## config.mk

```make
export PLATFORM = sky130hd
export DESIGN_NAME = sram_port_arbiter
export DESIGN_NICKNAME = d
export VERILOG_FILES = /design/src/rtl/sram_port_arbiter.sv
export SDC_FILE = /design/constraint.sdc
export NUM_CORES = 1
export LEC_CHECK = 0
export CAP_MARGIN = 30
export CORE_MARGIN = 1.5
export CORE_UTILIZATION = 25
export CTS_CLUSTER_SIZE = 14
export DETAILED_ROUTE_END_ITERATION = 6
export RECOVER_POWER = 50
export SLEW_MARGIN = 20
export SYNTH_ARGS = -nofsm -noshare
export SYNTH_HDL_FRONTEND = slang
export SYNTH_SLANG_ARGS = --single-unit
```

## constraint.sdc

```tcl
create_clock -name clk -period 2.9 [get_ports clk]
set_input_delay 0.29 -clock clk [delete_from_list [all_inputs] [get_ports clk]]
set_output_delay 0.29 -clock clk [all_outputs]
set_load 0.03 [all_outputs]
```

## src/rtl/sram_port_arbiter.sv

```systemverilog
// Arbitrates one single-ported synchronous SRAM between instruction fetch and data access.
// One transaction at a time: IDLE issues, BUSY waits out the read latency, DONE pulses valid.
module sram_port_arbiter #(
  parameter int MEM_LAT = 1,
  parameter int DATA_W  = 32
) (
  input  logic              clk,
  input  logic              rst,

  input  logic              inst_req,
  input  logic [31:0]       inst_addr,
  output logic [DATA_W-1:0] inst_rdata,
  output logic              inst_valid,

  input  logic              data_req,
  input  logic [3:0]        data_wen,
  input  logic [31:0]       data_addr,
  input  logic [DATA_W-1:0] data_wdata,
  output logic [DATA_W-1:0] data_rdata,
  output logic              data_valid,

  output logic              mem_en,
  output logic [3:0]        mem_wen,
  output logic [31:0]       mem_addr,
  output logic [DATA_W-1:0] mem_wdata,
  input  logic [DATA_W-1:0] mem_rdata,

  output logic              stallreq_if,
  output logic              stallreq_mem
);

  localparam logic [1:0] S_IDLE = 2'd0;
  localparam logic [1:0] S_BUSY = 2'd1;
  localparam logic [1:0] S_DONE = 2'd2;

  localparam logic [1:0] CNT_INIT = 2'(MEM_LAT - 1);

  logic [1:0] state;
  logic [1:0] cnt;
  logic       gnt_data;
  logic       last_grant_data;

  logic       pick_data;
  logic       issue;
  logic       issue_wr;

  // Grant decision: on a tie the requester not granted last wins.
  always_comb begin
    pick_data = data_req & (~inst_req | ~last_grant_data);
    issue     = ~rst & (state == S_IDLE) & (inst_req | data_req);
    issue_wr  = pick_data & (data_wen != 4'd0);
  end

  always_comb begin
    mem_en    = 1'b0;
    mem_wen   = 4'd0;
    mem_addr  = 32'd0;
    mem_wdata = '0;
    if (issue) begin
      mem_en = 1'b1;
      if (pick_data) begin
        mem_wen   = data_wen;
        mem_addr  = data_addr;
        mem_wdata = data_wdata;
      end else begin
        mem_addr  = inst_addr;
      end
    end
  end

  always_comb begin
    inst_valid   = (state == S_DONE) & ~gnt_data;
    data_valid   = (state == S_DONE) &  gnt_data;
    stallreq_if  = inst_req & ~inst_valid;
    stallreq_mem = data_req & ~data_valid;
  end

  // Reset drops any outstanding access; no valid pulse follows it.
  always_ff @(posedge clk) begin
    if (rst) begin
      state           <= S_IDLE;
      cnt             <= 2'd0;
      gnt_data        <= 1'b0;
      last_grant_data <= 1'b0;
      inst_rdata      <= '0;
      data_rdata      <= '0;
    end else begin
      case (state)
        S_IDLE: begin
          if (issue) begin
            gnt_data        <= pick_data;
            last_grant_data <= pick_data;
            if (issue_wr) begin
              state <= S_DONE;
            end else begin
              state <= S_BUSY;
              cnt   <= CNT_INIT;
            end
          end
        end
        S_BUSY: begin
          if (cnt == 2'd0) begin
            if (gnt_data) data_rdata <= mem_rdata;
            else          inst_rdata <= mem_rdata;
            state <= S_DONE;
          end else begin
            cnt <= cnt - 2'd1;
          end
        end
        S_DONE: begin
          state <= S_IDLE;
        end
        default: begin
          state <= S_IDLE;
          cnt   <= 2'd0;
        end
      endcase
    end
  end

endmodule

```

Yosys cells after proc, flatten, opt, wreduce, memory -nomap -nowiden
Index checks and enable logic that the tools add are counted.

word-level totals
  register bits = 69
  latch bits = 0
  RAM bits = 0
  bits in read-only memories = 0
  input bits = 136
  output and inout port bits = 137
  logic and storage cells = 51
  memories kept = 0

operators by class
  add/sub/neg operators = 1
  multiply operators = 0
  div/mod/pow operators = 0
  $lt $le $gt $ge = 0
  eq/ne operators = 6
  shifts and indexed selects = 0
  mux-type cells = 15
  bitwise gates (word level) = 16
  reduce and logical (&&, ||, !) cells = 8

operators with widths
  cell                                                                 number
  32-bit two-way mux                                                   4
  2-bit two-way mux                                                    6
  1-bit AND                                                            8
  4-bit two-way mux                                                    2
  2-bit inequality test (second input constant)                        4
  1-bit inverter                                                       6
  2-bit case mux with 3 select lines                                   1
  3-bit AND reduction                                                  2
  2-bit logical NOT                                                    2
  2-bit case mux with 2 select lines                                   1
  2-bit AND reduction                                                  2
  4-bit AND reduction                                                  1
  4-bit nonzero test                                                   1
  2-bit by 1-bit == test with 1-bit output (second input constant)     1
  2-bit == test (second input constant)                                1
  1-bit OR                                                             2
  2-bit by 1-bit subtractor with 2-bit output (second input constant)  1
  1-bit two-way mux                                                    1

Logic depth before layout (Yosys ltp)
  depth after elaboration = 7
  depth in mapped cells = 7
  depth with buffers taken out = 5

Worst setup path before layout
No wires, ideal clock.

  path type = register to output
  start point = reg last_grant_data
  end point = out mem_addr[11]
  arrival = 1.492 ns
  required time = 2.610 ns
  slack = 1.118 ns
  cell stages (with the launch flop) = 7
  path buffers = 3
  path through = dfxtp_1 buf_4 a21bo_1 buf_6 clkbuf_1 nand2_1 a21oi_1

between the ends
  word-level cells in the longest chain between the ends = 5

RTL lines
  what                      line  source
  start: declaration        41    logic last_grant_data;
  start signal: assignment  92    last_grant_data <= pick_data;
  1-bit inverter (no line)  n/a
  1-bit OR                  49    pick_data = data_req & (~inst_req | ~last_grant_data);
  1-bit AND                 49
  32-bit two-way mux        61    if (pick_data) begin
  32-bit two-way mux        59    if (issue) begin
  end: declaration          24    output logic [31:0] mem_addr,

Every way passes these cells.

Worst setup path in the final report
  start point = in data_req
  end point = out mem_wen[0]

between the ends
  word-level cells in the longest chain between the ends = 3
  elaborated cells on any way between the ends = 5
  classes of those cells = 2 x mux; 3 x bitwise

RTL lines
  what                                            line    source
  start: declaration                              15      input logic data_req,
  1-bit AND or 1-bit OR (tied branches)           49, 50
  4-bit two-way mux or 1-bit AND (tied branches)  61, 50
  4-bit two-way mux (*)                           59
  end: declaration                                23      output logic [3:0] mem_wen,

Every way passes the cells marked *; elsewhere a longest branch is shown, timed or not.

==> impl_metrics.json <==
{
  "crit_path_max_fanout": 69,
  "io_pins": 273,
  "drc_errors": 0,
  "avgSynthCellArea_um2": 7.00,
  "crit_arrival_ps": 2350,
  "period_share": 0.911,
  "slew_headroom": 0.196,
  "grt-ovfl-total": 0,
  "cts-root-buf": "clkbuf_16",
  "fillers": 1260,
  "antenna_found_initial": 1,
  "multi_input_area_um2": 1730,
  "power.density_nw_per_um2": 426,
  "yosys-top-cells-area": "dfxtp_1 (41%), nand2_1 (22%), a21oi_1 (15%)",
  "power_leakage_nw": 2.71,
  "path_buf_inv": 3,
  "cts.reportedPaths.clkPinSlew_ps": 50,
  "synth_top_area_cell": "dfxtp_1",
  "row_count": 41,
  "cp-end-kind": "output port",
  "firstDrtPassIters": 4,
  "drtIter0Drc": 299,
  "final_core_util": 0.500,
  "final_common_cell": "nand2_1",
  "wl_per_cell_um": 15.3,
  "synthCells": 476,
  "place.gp.congestion": 0.858,
  "cts_hold_buffers": 0,
  "die_h_um": 118,
  "dpl.hpwl_um": 10600,
  "yosysWarnings": 0,
  "final_hold_viol_count": 0,
  "tritoncts": "done",
  "start_kind": "primary input",
  "drv_cap": 0,
  "syn_area_um2": 3330,
  "rsz0062_at_grt": "false",
  "min_path_type": "in -> reg",
  "h-tree-depth": 3,
  "syn_nets": 613,
  "slew_viol_final": 0,
  "layout_min_cycle_time_ps": 2640,
  "floorplan.initialDensity": 0.260,
  "critPathSlowestCell": "clkdlybuf4s50_1",
  "crit_family": "buffers and inverters",
  "synth-seq-cells": 69,
  "seq_area_frac_synth": 0.415,
  "fp.coreArea_um2": 12800,
  "flow.area_growth_from_synthesis_pct": 92.7,
  "ir_drop_mv": 0.291,
  "drive_gt1_frac": 0.0984,
  "critPathKind": "in -> out",
  "status": "completed",
  "crit_required_ps": 2610,
  "die_area_um2": 14000,
  "max_freq_ghz": 0.378,
  "clock_sink_count": 69,
  "cp_slowest_stage_delay_ps": 680,
  "die_w_um": 118,
  "grt_max_degree": 70,
  "layout_common_cells": "nand2_1 (194), clkdlybuf4s50_1 (169), a21oi_1 (98)",
  "seqCellArea_um2": 1380,
  "nets": 865,
  "finalWirelength_um": 13900,
  "cts_setup_buffers": 0,
  "cts_resized": 0,
  "worst_skew_pair.late_latency_ps": 330,
  "yosys.cell_types.count": 35,
  "clk_path_buf_depth": 2,
  "cts_made_buffers": 9,
  "synth.top_cell.area_share": 0.415,
  "port_buffers": 272,
  "setup_violations": 0,
  "grt_pass1_wl_um": 21600,
  "grt.total_usage": 0.193,
  "ant_nets": 0,
  "tightest_slew_ps": 1210,
  "setup_tns_ps": 0,
  "vias": 4102,
  "grt_pass1_vias": 4021,
  "path_cells": "dlygate4sd3_1 -> a21boi_4 -> buf_12 -> and3_1 -> clkdlybuf4s50_1",
  "fin_skew_ps": 3.98,
  "r2r_slack_ps": 400,
  "vias_per_cell": 4.53
}
[routing by layer]
layer	wire length (um)	global-route usage	up-vias	part of all wire
li1	-	-	2075	-
met1	5870	0.233	1847	0.42
met2	6840	0.332	154	0.49
met3	790	0.0483	26	0.057
met4	361	0.0633	0	0.026
met5	0	0	-	0
[final timing paths]
kind                       start         endpoint  cells after the start
setup / recovery        data_req       mem_wen[0]                      5
hold / removal               rst  last_grant_data                      4
setup reg to reg          cnt[0]   data_rdata[28]                      6
hold reg to reg   inst_rdata[17]   inst_rdata[17]                      2
[kinds of logic (layout without fill, tap and decap cells)]
group | after synthesis | count (layout) | synth area share
AND/OR/NAND/NOR | 248 | 248 | 0.329
AO/OA/AOI/OAI | 108 | 108 | 0.175
flip-flops | 69 | 69 | 0.415
buffers and inverters | 49 | 305 | 0.0751
adder cells (fa/ha/maj) | 1 | 1 | 0.00376
XOR/XNOR | 1 | 1 | 0.00263
other | 0 | 1 | 0
[Yosys cell counts (all sizes together)]
master and n:
a21bo 1, a21boi 1, a21oi 98, a32o 2, and3 36, and4b 1, buf 22, clkbuf 22
dfxtp 69, ha 1, inv 5, nand2 194, nand2b 2, nand3b 1, nand4b 2, nand4bb 1
nor2 3, nor2b 2, nor3 2, nor4 2, nor4bb 1, o211ai 1, o21ai 1, o221ai 1
o22ai 1, o31a 1, o41ai 1, or3b 1, xor2 1
[cell type report]
type	instances	area share
multi-input cells	358	0.269
diodes	1	0.000390
flip-flops and latches	69	0.215
clock inverters	6	0.00994
well taps	172	0.0335
repair buffers	285	0.434
clock buffers	9	0.0351
inverters	5	0.00292
[metrics by stage]
step | instances | setup slack (ps) | hold WS, ps | instance area, um2 | power (W)
3_5_place_dp | 888 | 335 | 446 | 6120 | 0.00170
2_1_floorplan | 476 | 1120 | 426 | 3330 | 0.00132
6_report | 905 | 258 | 308 | 6420 | 0.00273
4_1_cts | 903 | 236 | 302 | 6410 | 0.00278
3_3_place_gp | 888 | 384 | 441 | 6120 | 0.00169
5_1_grt | 905 | 103 | 319 | 6420 | 0.00285
[state kept, by name (all words and copies together), names as in the netlist]
name and count:
data_rdata 32, last_grant_data 1, inst_rdata 32, state 2
cnt 2
[worst min-delay path, stage by stage]
cell and delay, ps:
buf_2 110, nor3_4 70, nand2_1 60, a21oi_1 50
[report_power, final]
part           internal, W  total [W]  switching, W
sequential        0.000968   0.000983     0.0000158
clock             0.000660    0.00106      0.000402
combinational     0.000335   0.000688      0.000353
total              0.00196    0.00273      0.000771
Power figures use the tool's default switching activity.
